[src/rtl/mem_arb_pkg.sv]
// Shared types and default line geometry for the memory-channel arbiter.
// The caches use the same address and data widths.
package mem_arb_pkg;

  localparam int MEM_ADDR_W = 28;
  localparam int MEM_DATA_W = 128;

  typedef enum logic [1:0] {
    ST_IDLE  = 2'd0,
    ST_BUSY  = 2'd1,
    ST_DRAIN = 2'd2
  } arb_state_e;

endpackage

[src/rtl/mem_arb_picker.sv]
// Combinational winner selection: fixed mode picks the lowest requesting index,
// round-robin mode picks the first requester after ptr, wrapping around.
module mem_arb_picker #(
  parameter int N_CH  = 2,
  parameter int IDX_W = 1
) (
  input  logic [N_CH-1:0]  req,
  input  logic [IDX_W-1:0] ptr,
  input  logic             rr_mode,
  output logic             found,
  output logic [IDX_W-1:0] idx
);

  localparam logic [IDX_W:0] N_WIDE = (IDX_W+1)'(N_CH);

  logic [IDX_W:0]   sum;
  logic [IDX_W-1:0] cand;

  // Walk the search order backwards so the earliest candidate is the last
  // one written and therefore wins.
  always_comb begin
    found = 1'b0;
    idx   = '0;
    sum   = '0;
    cand  = '0;
    for (int k = N_CH; k >= 1; k--) begin
      if (rr_mode) begin
        sum = {1'b0, ptr} + (IDX_W+1)'(k);
        if (sum >= N_WIDE) begin
          sum = sum - N_WIDE;
        end
        cand = sum[IDX_W-1:0];
      end else begin
        cand = IDX_W'(k - 1);
      end
      if (req[cand]) begin
        found = 1'b1;
        idx   = cand;
      end
    end
  end

endmodule

[src/rtl/mem_channel_arbiter.sv]
// N-channel arbiter sharing one line-wide memory port between cache controllers,
// with run-time fixed or round-robin priority and a registered memory request.
module mem_channel_arbiter
  import mem_arb_pkg::*;
#(
  parameter int N_CH   = 2,
  parameter int ADDR_W = MEM_ADDR_W,
  parameter int DATA_W = MEM_DATA_W
) (
  input  logic                     clk,
  input  logic                     rst_n,
  input  logic                     rr_mode,
  input  logic [N_CH-1:0]          ch_read,
  input  logic [N_CH-1:0]          ch_write,
  input  logic [N_CH*ADDR_W-1:0]   ch_addr,
  input  logic [N_CH*DATA_W-1:0]   ch_wdata,
  output logic [DATA_W-1:0]        ch_rdata,
  output logic [N_CH-1:0]          ch_ready,
  output logic                     mem_read,
  output logic                     mem_write,
  output logic [ADDR_W-1:0]        mem_addr,
  output logic [DATA_W-1:0]        mem_wdata,
  input  logic [DATA_W-1:0]        mem_rdata,
  input  logic                     mem_ready,
  output logic                     busy
);

  localparam int IDX_W = (N_CH > 1) ? $clog2(N_CH) : 1;

  // Handshake: a channel holds ch_read/ch_write (plus addr/wdata) until it sees
  // its ch_ready pulse; the memory side sees mem_read/mem_write held steady until
  // the single-cycle mem_ready, which completes the transfer in that same cycle.

  arb_state_e         state_q, state_d;
  logic [IDX_W-1:0]   grant_q, grant_d;
  logic [IDX_W-1:0]   ptr_q, ptr_d;
  logic               mem_read_q, mem_read_d;
  logic               mem_write_q, mem_write_d;
  logic [ADDR_W-1:0]  mem_addr_q, mem_addr_d;
  logic [DATA_W-1:0]  mem_wdata_q, mem_wdata_d;

  logic [N_CH-1:0]    req;
  logic               pick_found;
  logic [IDX_W-1:0]   pick_idx;
  logic [ADDR_W-1:0]  addr_a  [N_CH];
  logic [DATA_W-1:0]  wdata_a [N_CH];

  assign req = ch_read | ch_write;

  for (genvar i = 0; i < N_CH; i++) begin : g_unpack
    assign addr_a[i]  = ch_addr[i*ADDR_W +: ADDR_W];
    assign wdata_a[i] = ch_wdata[i*DATA_W +: DATA_W];
  end

  mem_arb_picker #(
    .N_CH  (N_CH),
    .IDX_W (IDX_W)
  ) u_picker (
    .req     (req),
    .ptr     (ptr_q),
    .rr_mode (rr_mode),
    .found   (pick_found),
    .idx     (pick_idx)
  );

  always_comb begin
    state_d     = state_q;
    grant_d     = grant_q;
    ptr_d       = ptr_q;
    mem_read_d  = mem_read_q;
    mem_write_d = mem_write_q;
    mem_addr_d  = mem_addr_q;
    mem_wdata_d = mem_wdata_q;
    unique case (state_q)
      ST_IDLE: begin
        if (pick_found) begin
          grant_d     = pick_idx;
          mem_addr_d  = addr_a[pick_idx];
          mem_wdata_d = wdata_a[pick_idx];
          // Write wins when a channel raises both strobes.
          mem_write_d = ch_write[pick_idx];
          mem_read_d  = ch_read[pick_idx] & ~ch_write[pick_idx];
          state_d     = ST_BUSY;
        end
      end
      ST_BUSY: begin
        if (mem_ready) begin
          mem_read_d  = 1'b0;
          mem_write_d = 1'b0;
          ptr_d       = grant_q;
          state_d     = ST_DRAIN;
        end
      end
      // One dead cycle lets the finished channel withdraw its request.
      ST_DRAIN: state_d = ST_IDLE;
      default:  state_d = ST_IDLE;
    endcase
  end

  always_ff @(posedge clk or negedge rst_n) begin
    if (!rst_n) begin
      state_q     <= ST_IDLE;
      grant_q     <= '0;
      ptr_q       <= IDX_W'(N_CH - 1);
      mem_read_q  <= 1'b0;
      mem_write_q <= 1'b0;
      mem_addr_q  <= '0;
      mem_wdata_q <= '0;
    end else begin
      state_q     <= state_d;
      grant_q     <= grant_d;
      ptr_q       <= ptr_d;
      mem_read_q  <= mem_read_d;
      mem_write_q <= mem_write_d;
      mem_addr_q  <= mem_addr_d;
      mem_wdata_q <= mem_wdata_d;
    end
  end

  always_comb begin
    ch_ready = '0;
    if (state_q == ST_BUSY && mem_ready) begin
      ch_ready[grant_q] = 1'b1;
    end
  end

  assign ch_rdata  = mem_rdata;
  assign mem_read  = mem_read_q;
  assign mem_write = mem_write_q;
  assign mem_addr  = mem_addr_q;
  assign mem_wdata = mem_wdata_q;
  assign busy      = (state_q != ST_IDLE);

endmodule

[config.mk]
export PLATFORM = sky130hd
export DESIGN_NAME = mem_channel_arbiter
export DESIGN_NICKNAME = d
export VERILOG_FILES = /design/src/rtl/mem_arb_pkg.sv /design/src/rtl/mem_arb_picker.sv /design/src/rtl/mem_channel_arbiter.sv
export SDC_FILE = /design/constraint.sdc
export NUM_CORES = 1
export LEC_CHECK = 0
export CORE_AREA = 2 2 288 290
export CTS_CLUSTER_DIAMETER = 40
export CTS_CLUSTER_SIZE = 8
export DETAILED_ROUTE_END_ITERATION = 8
export DIE_AREA = 0 0 290 292
export MAX_ROUTING_LAYER = met4
export PLACE_DENSITY = 0.36
export SLEW_MARGIN = 10
export SYNTH_ARGS = -nofsm -noshare
export SYNTH_HDL_FRONTEND = slang
export SYNTH_HIERARCHICAL = 1
export SYNTH_SLANG_ARGS = --single-unit
[constraint.sdc]
create_clock -name clk -period 1.7 [get_ports clk]
set_input_delay 0.34 -clock clk [delete_from_list [all_inputs] [get_ports clk]]
set_output_delay 0.34 -clock clk [all_outputs]
set_load 0.1 [all_outputs]
==> impl_results.md <==
* Post-Layout Cell Count at roughly 2,400
* Most common cell after layout, fill and taps aside: clkdlybuf4s50_1
* Final total power at roughly 0.039 W
* Post-synthesis sequential area ratio at a little under half
* First-pass GRT wire length at approximately 56 mm
* Number of global-route vias before repair at 8,372
* Most frequent cells in the layout: clkdlybuf4s50_1, buf_12, dfrtp_1
* Fin crit period at between 1500 and 2000 ps
* Critical path fanouts, max at 3
* Clock Path Buffers at 2
* Final Wtd Congestion at around 0.72
* Die height at just under 300 µm
* Port buffer count at 480
* Post-Synthesis Cell Area at 8450 µm²
* Primary FF master, synth: dfrtp_1
* Register area at between 4000 and 5000 µm²
* DR WL/cell at 16.7 µm
* Clk_skew at roughly 17 ps
* Initial antenna violation count at 1
* Nets at between 1,500 and 2,000
* Slowest cell on the critical path: dfrtp_1
* CTS tree: yes
* Die Wd at 290 µm
* Core box area at about 82,000 µm²
* Yosys cell types at 23
* Antenna-violating nets left at 0
* Setup Crit Path Kind: reg2out
* HPWL Detailed at between 20 and 30 mm
* Max_cap viols at 0
* Fin. Hold Viols at 0
* Max-slew headroom at 75.9%
* Area grow syn2layout at 128%
* Initial DRT Pass Iterations at 4
* Fin crit share at 111%
* Share of cells above drive strength 1 at 45.4%
* Cells after synthesis at between 800 and 900
* CP endpoint kind: output port
* Ys async rst share at 100%
* Clock slew at reported path FFs at 70 ps
* EDFF count, synth at 0
* Vias at roughly 7,800
* Buffers and inverters on the worst path at 2
* #FFs+latches synth at 162
* Worst Path Required at approximately 1400 ps
* Setup WS post-layout at -194 ps
* CTS Root Cell: clkbuf_16
* Initial DRC count at roughly 110
* Maximum vdd drop at between 0.8 and 0.9 mV
* Worst-skew pair later-pin latency at between 400 and 500 ps
* Max stage delay on crit path at roughly 400 ps
* R2R cell count at 9
* CP arrival at 1550 ps
* Post-Syn Area per Cell at between 10 and 15 µm²
* Initial Util at 10.4%
* Area of the multi-input gates at 4300 µm²
* Mapped Nets at 1,284
* Worst-margin pin slew at between 300 and 400 ps
* Design Area, Final at just under 20,000 µm²
* Row cnt at about 110
* All-Layer GR Usage at under 10%
* Status: complete, but fails checks
* CP Launch Type: flip-flop
* Min Hold Slack at around 330 ps
* Setup repair after global routing missed its margin: yes
* Max Clock Freq at 528 MHz
* Final wirelength at roughly 40 mm
* WP depth at 4
* Top Family by Delay on Critical Path: flip-flops
* PwrDens at just over 2000 nW/µm²
* CTS sink count at around 160
* Crit-path cells: nand3b_1 > buf_6 > nor2_4 > buf_12
* Static Leak at roughly 8 nW
* Slew Limit Fails at 0
* Fill cells at around 8,600
* Yosys warns at 6
* Number of diodes at 0
* Die ar. at between 80,000 and 90,000 µm²
* I/O pins at between 700 and 800
* Placed instance area at between 15,000 and 20,000 µm²
* Largest net degree at the start of global routing at 50
* Dpl cells at roughly 2,300
* Fin Setup TNS at -7570 ps
* # DRC at 0
* Violated checks: setup timing
* Tightest Hold Check Type: in2async
* H-tree levels at 4
* Final setup violation count at roughly 110
* CTS Buf Count at 17
* Routed vias/inst at approximately 3.3
* Gr ovfl total at 0
-- worst paths after layout --
check,from,endpoint,slack (ps)
worst max-delay path,state_q[1]$_DFFE_PN0P_,ch_ready[0],-190
worst min-delay path,rst_n,mem_wdata[97]$_DFFE_PN0P_,330
worst max register to register,state_q[1]$_DFFE_PN0P_,mem_wdata[59]$_DFFE_PN0P_,-170
worst min register to register,ptr_q$_DFFE_PN1P_,ptr_q$_DFFE_PN1P_,520
max in group asynchronous,rst_n,mem_wdata[72]$_DFFE_PN0P_,720
min in group clk,ch_read[0],mem_read$_DFFE_PN0P_,350
-- synth_stat cells, types with 3 or more instances --
cell type,number,area share (%)
buf_6,16,2.1
or2_2,3,0.22
o21ai_1,127,7.5
dfrtp_1,161,48
clkbuf_1,16,0.71
nand2_1,156,6.9
mux2i_1,158,19
nor2_1,4,0.18
o21ai_0,31,1.8
inv_1,4,0.18
buf_4,129,11
buf_2,18,1.1
-- area by class of cell --
cell class,instances,share of cell area (%)
clock buffers,23,2.48
clock inverters,8,0.663
multi-input cells,489,22.3
inverters,4,0.0780
repair buffers,632,46.4
flip-flops and latches,162,21.1
well taps,1070,6.95
-- flip-flops by register name (all words and copies together) (netlist names) --
name       cells
mem_read       1
mem_addr      28
ptr_q          1
state_q        2
grant_q        1
mem_write      1
mem_wdata    128
-- per-stage QoR --
step | utilization [%] | worst slack, ps
6_report | 23.6 | -194
5_1_grt | 23.6 | -297
4_1_cts | 21.6 | -265
3_5_place_dp | 19.2 | -606
3_3_place_gp | 19.2 | -639
2_1_floorplan | - | -125
-- cell families after synthesis --
| logic type | share of synthesized area [%] |
|---|---|
| AO/OA/AOI/OAI | 9.64 |
| buffers and inverters | 15.7 |
| flip-flops | 48.0 |
| multiplexers | 18.9 |
| AND/OR/NAND/NOR | 7.82 |
-- power by group --
part	switching (W)	total [W]	leakage (nW)	internal [W]
Sequential	0.00221	0.00767	1.99	0.00546
Clock	0.00172	0.00414	0.289	0.00242
Combinational	0.0163	0.0270	5.77	0.0107
-- timing repair --
item,in CTS,in global routing
gates cloned,23,19
setup endpoints to repair,60,162
resized for setup,118,347
endpoints found under the hold margin,9,0
pin swaps,19,53
hold buffers,1,0
buffers inserted,24,16
-- metal layers --
layer	wire length (µm)	track usage, %
met3	3050	3.36
met4	1290	4.42
met1	15300	9.67
met5	0	-
met2	20300	15.8
No activity file was read; power rests on OpenSTA's default activity.
